$ cat src/rtl/seg_led_decoder.sv
// Seven-segment bus receiver: recovers hex digits, dp, blank and error flags into a 6-digit frame.
// Optional macro SEG_DEC_TIMEOUT_EN discards partial frames that stay idle for TIMEOUT_CYC cycles.
module seg_led_decoder #(
  parameter logic [15:0] STABLE_CYC  = 16'd1000,
  parameter logic [25:0] TIMEOUT_CYC = 26'd50_000_000
) (
  input  logic        clk,
  input  logic        rst,
  input  logic [5:0]  sel,
  input  logic [7:0]  seg_led,
  output logic [23:0] digits,
  output logic [5:0]  dp,
  output logic [5:0]  blank,
  output logic [5:0]  err,
  output logic        frame_valid,
  output logic        timeout
);

  // state    | meaning
  // S_IDLE   | no valid select seen; waiting for one
  // S_STABLE | counting consecutive identical sel/seg samples
  // S_HOLD   | pair captured; waiting for it to change
  typedef enum logic [1:0] {S_IDLE = 2'd0, S_STABLE = 2'd1, S_HOLD = 2'd2} state_t;

  logic [5:0]  sel_s1_q, sel_s2_q;
  logic [7:0]  seg_s1_q, seg_s2_q;
  state_t      state_q, state_d;
  logic [5:0]  lat_sel_q, lat_sel_d;
  logic [7:0]  lat_seg_q, lat_seg_d;
  logic [15:0] cnt_q, cnt_d;
  logic [5:0]  mask_q, mask_d;
  logic [23:0] sh_nib_q, sh_nib_d;
  logic [5:0]  sh_dp_q, sh_dp_d, sh_blank_q, sh_blank_d, sh_err_q, sh_err_d;
  logic [23:0] digits_q, digits_d;
  logic [5:0]  dp_q, dp_d, blank_q, blank_d, err_q, err_d;
  logic        frame_valid_q, frame_valid_d;

  logic        sel_valid, pair_same, load, capture;
  logic [5:0]  cap_slots;
  logic [3:0]  dec_nib;
  logic        dec_blank, dec_err;

`ifdef SEG_DEC_TIMEOUT_EN
  logic [25:0] idle_q, idle_d;
  logic        timeout_q, timeout_d;
`else
  logic        unused_timeout_cfg;
  assign unused_timeout_cfg = ^TIMEOUT_CYC;
`endif

  // Broadcast (all low) inverts to every slot, so one expression covers both capture kinds.
  always_comb begin
    sel_valid = (sel_s2_q == 6'h00) || $onehot(~sel_s2_q);
    pair_same = (sel_s2_q == lat_sel_q) && (seg_s2_q == lat_seg_q);
    cap_slots = ~sel_s2_q;
  end

  always_comb begin
    dec_nib   = 4'h0;
    dec_blank = 1'b0;
    dec_err   = 1'b0;
    case (seg_s2_q[6:0])
      7'h40: dec_nib = 4'h0;
      7'h79: dec_nib = 4'h1;
      7'h24: dec_nib = 4'h2;
      7'h30: dec_nib = 4'h3;
      7'h19: dec_nib = 4'h4;
      7'h12: dec_nib = 4'h5;
      7'h02: dec_nib = 4'h6;
      7'h78: dec_nib = 4'h7;
      7'h00: dec_nib = 4'h8;
      7'h10: dec_nib = 4'h9;
      7'h08: dec_nib = 4'hA;
      7'h03: dec_nib = 4'hB;
      7'h46: dec_nib = 4'hC;
      7'h21: dec_nib = 4'hD;
      7'h06: dec_nib = 4'hE;
      7'h0e: dec_nib = 4'hF;
      7'h7f: dec_blank = 1'b1;
      default: dec_err = 1'b1;
    endcase
  end

  always_comb begin
    state_d   = state_q;
    lat_sel_d = lat_sel_q;
    lat_seg_d = lat_seg_q;
    cnt_d     = cnt_q;
    load      = 1'b0;
    capture   = 1'b0;
    case (state_q)
      S_IDLE: load = sel_valid;
      S_STABLE: begin
        if (pair_same) begin
          if (cnt_q < STABLE_CYC) cnt_d = cnt_q + 16'd1;
          if (cnt_d == STABLE_CYC) begin
            capture = 1'b1;
            state_d = S_HOLD;
          end
        end else if (sel_valid) begin
          load = 1'b1;
        end else begin
          state_d = S_IDLE;
        end
      end
      S_HOLD: begin
        if (!pair_same) begin
          if (sel_valid) load = 1'b1;
          else           state_d = S_IDLE;
        end
      end
      default: state_d = S_IDLE;
    endcase
    // A freshly latched pair is its own first sample; a window of one captures at once.
    if (load) begin
      lat_sel_d = sel_s2_q;
      lat_seg_d = seg_s2_q;
      cnt_d     = 16'd1;
      if (STABLE_CYC <= 16'd1) begin
        capture = 1'b1;
        state_d = S_HOLD;
      end else begin
        state_d = S_STABLE;
      end
    end
  end

  always_comb begin
    mask_d        = mask_q;
    sh_nib_d      = sh_nib_q;
    sh_dp_d       = sh_dp_q;
    sh_blank_d    = sh_blank_q;
    sh_err_d      = sh_err_q;
    digits_d      = digits_q;
    dp_d          = dp_q;
    blank_d       = blank_q;
    err_d         = err_q;
    frame_valid_d = 1'b0;
`ifdef SEG_DEC_TIMEOUT_EN
    idle_d        = '0;
    timeout_d     = 1'b0;
`endif
    if (capture) begin
      for (int i = 0; i < 6; i++) begin
        if (cap_slots[i]) begin
          sh_nib_d[i*4 +: 4] = dec_nib;
          sh_dp_d[i]         = ~seg_s2_q[7];
          sh_blank_d[i]      = dec_blank;
          sh_err_d[i]        = dec_err;
        end
      end
      mask_d = mask_q | cap_slots;
      if (mask_d == 6'h3f) begin
        digits_d      = sh_nib_d;
        dp_d          = sh_dp_d;
        blank_d       = sh_blank_d;
        err_d         = sh_err_d;
        frame_valid_d = 1'b1;
        mask_d        = 6'h00;
      end
    end
`ifdef SEG_DEC_TIMEOUT_EN
    else if (mask_q != 6'h00) begin
      idle_d = idle_q + 26'd1;
      if (idle_d == TIMEOUT_CYC) begin
        idle_d    = '0;
        mask_d    = 6'h00;
        timeout_d = 1'b1;
      end
    end
`endif
  end

  always_ff @(posedge clk) begin
    if (rst) begin
      sel_s1_q      <= '0;
      sel_s2_q      <= '0;
      seg_s1_q      <= '0;
      seg_s2_q      <= '0;
      state_q       <= S_IDLE;
      lat_sel_q     <= '0;
      lat_seg_q     <= '0;
      cnt_q         <= '0;
      mask_q        <= '0;
      sh_nib_q      <= '0;
      sh_dp_q       <= '0;
      sh_blank_q    <= '0;
      sh_err_q      <= '0;
      digits_q      <= '0;
      dp_q          <= '0;
      blank_q       <= '0;
      err_q         <= '0;
      frame_valid_q <= 1'b0;
`ifdef SEG_DEC_TIMEOUT_EN
      idle_q        <= '0;
      timeout_q     <= 1'b0;
`endif
    end else begin
      sel_s1_q      <= sel;
      sel_s2_q      <= sel_s1_q;
      seg_s1_q      <= seg_led;
      seg_s2_q      <= seg_s1_q;
      state_q       <= state_d;
      lat_sel_q     <= lat_sel_d;
      lat_seg_q     <= lat_seg_d;
      cnt_q         <= cnt_d;
      mask_q        <= mask_d;
      sh_nib_q      <= sh_nib_d;
      sh_dp_q       <= sh_dp_d;
      sh_blank_q    <= sh_blank_d;
      sh_err_q      <= sh_err_d;
      digits_q      <= digits_d;
      dp_q          <= dp_d;
      blank_q       <= blank_d;
      err_q         <= err_d;
      frame_valid_q <= frame_valid_d;
`ifdef SEG_DEC_TIMEOUT_EN
      idle_q        <= idle_d;
      timeout_q     <= timeout_d;
`endif
    end
  end

  assign digits      = digits_q;
  assign dp          = dp_q;
  assign blank       = blank_q;
  assign err         = err_q;
  assign frame_valid = frame_valid_q;
`ifdef SEG_DEC_TIMEOUT_EN
  assign timeout     = timeout_q;
`else
  assign timeout     = 1'b0;
`endif

endmodule

$ cat config.mk
export PLATFORM = sky130hd
export DESIGN_NAME = seg_led_decoder
export DESIGN_NICKNAME = d
export VERILOG_FILES = /design/src/rtl/seg_led_decoder.sv
export SDC_FILE = /design/constraint.sdc
export NUM_CORES = 1
export LEC_CHECK = 0
export CORE_MARGIN = 2
export CORE_UTILIZATION = 50
export CTS_BUF_LIST = sky130_fd_sc_hd__clkbuf_4
export CTS_CLUSTER_SIZE = 40
export DETAILED_ROUTE_END_ITERATION = 12
export GPL_ROUTABILITY_DRIVEN = 0
export PLACE_DENSITY = 0.74
export RECOVER_POWER = 25
export REMOVE_ABC_BUFFERS = 1
export SYNTH_ARGS = -nofsm -noshare
export SYNTH_HDL_FRONTEND = slang
export SYNTH_SLANG_ARGS = --single-unit
$ cat constraint.sdc
create_clock -name clk -period 3.5 [get_ports clk]
set_clock_uncertainty 0.05 [all_clocks]
set_input_delay 0.7 -clock clk [delete_from_list [all_inputs] [get_ports clk]]
set_output_delay 0.7 -clock clk [all_outputs]
set_load 0.01 [all_outputs]
# Word-level counts from Yosys, hierarchy flattened
# Cells that the tools add are included.
dict set report word_totals {
  out_inout_bits 44
  reg_bits 151
  elab_cells 123
}
dict set report op_classes {
  order_cmp 1
  n_eq_ne 28
  addsub 6
  muxes 47
  n_reduce_logical 16
  n_bitwise 5
}
# op count
set op_table {}
lappend op_table {{one-hot mux 4 bit (15 select lines)} 1}
lappend op_table {{2-to-1 mux 16 bit} 3}
lappend op_table {{== test 7 bit, second input constant} 5}
lappend op_table {{2-to-1 mux 1 bit} 30}
lappend op_table {{2-to-1 mux 4 bit} 6}
lappend op_table {{== test 7 x 5 -> 1 bit, second input constant} 3}
lappend op_table {{== test 7 x 6 -> 1 bit, second input constant} 3}
lappend op_table {{OR reduction 17 bit} 1}
lappend op_table {{adder 16 x 1 -> 16 bit, second input constant} 1}
lappend op_table {{== test 16 x 10 -> 1 bit, second input constant} 1}
lappend op_table {{less-than comparator 16 x 10 -> 1 bit, second input constant} 1}
lappend op_table {{== test 7 x 2 -> 1 bit, second input constant} 2}
lappend op_table {{== test 7 x 4 -> 1 bit, second input constant} 2}
lappend op_table {{== test 8 bit} 1}
lappend op_table {{2-to-1 mux 2 bit} 4}
lappend op_table {{== test 7 x 3 -> 1 bit, second input constant} 1}
lappend op_table {{zero test 7 bit} 1}
lappend op_table {{adder 1 x 1 -> 2 bit} 3}
lappend op_table {{== test 6 bit} 1}
lappend op_table {{== test 6 bit, second input constant} 1}
lappend op_table {{zero test 6 bit} 1}
lappend op_table {{2-to-1 mux 6 bit} 1}
lappend op_table {{inequality test 3 bit, second input constant} 2}
lappend op_table {{inverter 6 bit} 1}
lappend op_table {{other kinds (18)} 27}

# Longest topological paths before layout
dict set report logic_depth {
  ltp_word 11
  depth_mapped 13
  depth_no_buf 12
}

# Worst setup path before layout
# OpenSTA, ideal clock, no wires.
dict set report synth_timing {
  path_type {reg-to-reg}
  from {reg sel_s2_q[0]}
  to {reg lat_seg_q[5]}
  setup_ns 0.128
  arrival_ns 3.579
  t_required_ns 3.322
  slack_ns -0.256
  path_stages_with_launch 14
  path_buffers 2
  cell_sequence {dfxtp_1 fa_1 inv_1 fa_1 ha_1 fa_1 nor2_1 a22o_1 nor2b_1 o21a_1 clkbuf_1 clkbuf_1 mux2i_1 nor2_1}
}
dict set report synth_between {
  elab_chain_cells 9
}
# item line
set synth_rtl {}
lappend synth_rtl {{start: declaration} 25} ;# logic [5:0] sel_s1_q, sel_s2_q;
lappend synth_rtl {{start signal: assignment} 200} ;# sel_s2_q <= sel_s1_q;
lappend synth_rtl {{inverter 6 bit} 53} ;# sel_valid = (sel_s2_q == 6'h00) || $onehot(~sel_s2_q);
lappend synth_rtl {{adder 1 x 1 -> 2 bit (implied by the code)} 53}
lappend synth_rtl {{adder 2 x 2 -> 3 bit (implied by the code)} 53}
lappend synth_rtl {{adder 3 x 2 -> 3 bit (implied by the code)} 53}
lappend synth_rtl {{== test 3 x 1 -> 1 bit} 53}
lappend synth_rtl {{logical OR 1 bit} 53}
lappend synth_rtl {{2-to-1 mux 1 bit} {100, 108}}
lappend synth_rtl {{2-to-1 mux 1 bit} 107} ;# if (!pair_same) begin
lappend synth_rtl {{one-hot mux 1 bit (2 select lines) *} 91} ;# case (state_q)
lappend synth_rtl {{end signal: assignment} 205} ;# lat_seg_q <= lat_seg_d;
lappend synth_rtl {{end: declaration} 29} ;# logic [7:0] lat_seg_q, lat_seg_d;
# Every way passes the cells marked *; elsewhere a longest branch is shown, timed or not.
# A chain may end at the register's enable or synchronous reset.

# Final worst setup path
dict set report layout_timing {
  from {reg sel_s2_q[0]}
  to {reg lat_seg_q[3]}
}
# The elaborated chain is that of the path after synthesis.

==> qor.yml <==
outcome: "complete, but fails checks"
failed_checks: "max-capacitance violations, max-slew violations"
dp_cells: 935
routed_via_density: 5.37
wire_per_inst_um: 14.9
reg2regPathDepth: 12
vias: 5178
die_h_um: 119
ys_ff_latch: 151
grt_pass1_vias: 5105
end_kind: "flop"
drv_slew: 61
cp-start-kind: "flop"
num_rows: 42
power_leakage_nw: 2.89
initial_core_util_pct: 50.6
dieArea_um2: 14200
crit_top_cell: "fa_1"
firstDrtPassIters: 5
cts_tree: "yes"
hold_path_class: "reg2reg"
clockBufferDepth: 2
antenna_cells: 0
clk_latency_ns: 0.56
cts_setup_buffers: 0
crit_chain: "fa_1 > inv_1 > fa_1 > ha_1 > fa_1 > nor2_1 > a22o_1 > nor2b_2 > o21a_1 > buf_4 > mux2i_1 > nor2_1"
yosys_most_used_dff: "dfxtp_1"
irDropWorstVdd_mv: 0.310
grt_usage_pct: 21.2
syn_inst: 726
powerDensity_nw_per_um2: 399
drt_iter0_drc: 409
cts.htree.levels: 4
numCtsBuffers: 17
ys_types: 67
die_w_um: 119
path_class: "reg2reg"
syn_area_um2: 6620
fin_nets: 804
portBuffers: 58
remaining_drc_errors: 0
core_um2: 13100
drive_above_1_share_pct: 9.63
instances_no_fill: 965
maxCapViolCount: 1
min_period_ns: 3.30
path_clk_slew_ns: 0.12
antenna_found_initial: 0
tightest_slew_ns: 2.51
grt_overflow: 0
grt_start_max_net_pins: 61
rsz0062_at_grt: "false"
slew_headroom_pct: -67.4
ant_nets: 0
finalHoldViolations: 0
min_path_cells: 1
syn_to_final_growth_pct: 15.2
synth_edf_count: 0
n_fill_cell: 1146
yosys_warnings: 0
cpPeakStageDelay_ns: 0.54
finalSetupViolations: 0
numClockSinks: 151
hpwl_mm: 10.4
required_ns: 3.91
drt-total-wl_mm: 14.4
cp.arrival_ns: 3.71
fin_crit_sh_pct: 94.4
final_core_util_pct: 58.3
grt_pass1_wl_mm: 24.3
slowest_stage: "fa_1"
yosysSeqAreaShare_pct: 45.7
ios: 60
clock.fmax_mhz: 303
power_w: 0.00304
syn_area_per_cell_um2: 9.12
cts-root-buf: "clkbuf_4"
critPathMaxFanout: 7
async_flop_share_pct: 0
critical path: cells and delay by family, from the launching register on:
family | cells | cell delay [ns]
adders and majority gates | 4 | 1.61
DFF | 1 | 0.35
and+or+nand+nor | 3 | 0.36
buffers and inverters | 2 | 0.24
muxes | 1 | 0.23
AOI/OAI and AO/OA | 2 | 0.34
power breakdown:
part           total, W  leakage (nW)  switching [W]  internal [W]
clock network  0.000941         0.126       0.000582      0.000359
registers       0.00177          1.22      0.0000227       0.00174
logic          0.000331          1.54       0.000193      0.000139
total           0.00304          2.89       0.000797       0.00224
Yosys cell counts (7+ instances only):
cell      instances  share of area (%)
clkbuf_1         40                2.3
xnor2_1          19                2.5
nand3_1           7               0.53
nor2_1          103                5.8
o21ai_1          42                3.2
and2_1            8               0.76
ha_1              7                1.3
a21oi_1          37                2.8
mux2i_1          70                 11
or3_1             7               0.66
nand2_1          59                3.3
nor3_1           12               0.91
nor2b_1          36                3.4
inv_1            17               0.96
dfxtp_1         151                 46
o21a_1            9                1.0
nand4_1           7               0.66
worst paths after layout:
kind                                             start                        end  slack [ns]
worst max-delay path            sel_s2_q[0]$_SDFF_PP0_  lat_seg_q[3]$_SDFFE_PP0P_        0.20
worst min-delay path            seg_s1_q[5]$_SDFF_PP0_     seg_s2_q[5]$_SDFF_PP0_        0.38
worst max register to register  sel_s2_q[0]$_SDFF_PP0_  lat_seg_q[3]$_SDFFE_PP0P_        0.20
worst min register to register  seg_s1_q[5]$_SDFF_PP0_     seg_s2_q[5]$_SDFF_PP0_        0.38
sequential cells by signal, indices dropped and copies added (netlist names):
signal	cells
lat_seg_q	8
sh_nib_q	24
lat_sel_q	6
dp	6
blank	6
seg_s1_q	8
state_q	2
sel_s1_q	6
digits	24
sel_s2_q	6
frame_valid	1
sh_blank_q	6
cnt_q	16
mask_q	6
seg_s2_q	8
sh_dp_q	6
err	6
sh_err_q	6
through the flow:
stage               setup TNS (ns)  worst slack, ns  hold WS, ns  instance area, um^2
floorplan                   -10.13           -0.205        0.364                 6370
global placement                 0            0.299        0.372                 7390
detailed placement               0            0.156        0.376                 7390
finish                           0            0.197        0.383                 7620
CTS                              0            0.133        0.351                 7620
global route                     0           0.0208        0.393                 7620
what timing repair did:
item,4_1_cts,5_1_grt
endpoints found under the setup margin,0,16
gates resized for setup,0,2
hold buffers,0,0
logic make-up (layout without fill, tap and decap cells):
logic type / count (synthesis) / in the layout / share of synthesized area (%)
XOR/XNOR: 23 / 23 / 3.04
multiplexers: 72 / 72 / 10.9
AND/OR/NAND/NOR: 272 / 272 / 21.1
buffers and inverters: 70 / 133 / 4.74
other: 1 / 1 / 0.0566
AO/OA/AOI/OAI: 127 / 127 / 12.2
adder cells (fa/ha/maj): 10 / 10 / 2.23
flip-flops: 151 / 151 / 45.7
metal layers:
layer | wire length (um) | part of all wire [%] | vias to the layer above | GRT usage (%)
li1 | - | - | 2585 | -
met1 | 6460 | 45 | 2443 | 27.4
met2 | 7010 | 49 | 131 | 35.1
met3 | 730 | 5.1 | 19 | 4.45
met4 | 225 | 1.6 | 0 | 7.44
met5 | 0 | 0 | - | 0
cells in the final DEF (no fill, tap or decap), drive strengths merged, types with 8 or more instances in the layout:
cell           count
nor2b             36
clkdlybuf4s50     37
inv               17
dfxtp            151
nand2             60
buf               27
xnor2             19
and2               8
nor3              12
clkbuf            22
nor2             103
o21a               9
o21ai             48
nand3              8
nor4               9
dlygate4sd3       20
mux2i             70
a21oi             37
cell type report:
type                       count  area [um^2]  area share [%]
clock buffer                  20          150            1.97
timing repair buffer          86          797            10.5
inverter                      17         63.8           0.837
tap                          176          220            2.89
clock inverter                10         83.8            1.10
multi-input combinational    505         3290            43.1
sequential                   151         3020            39.7
(Power assumes the default switching activity.)
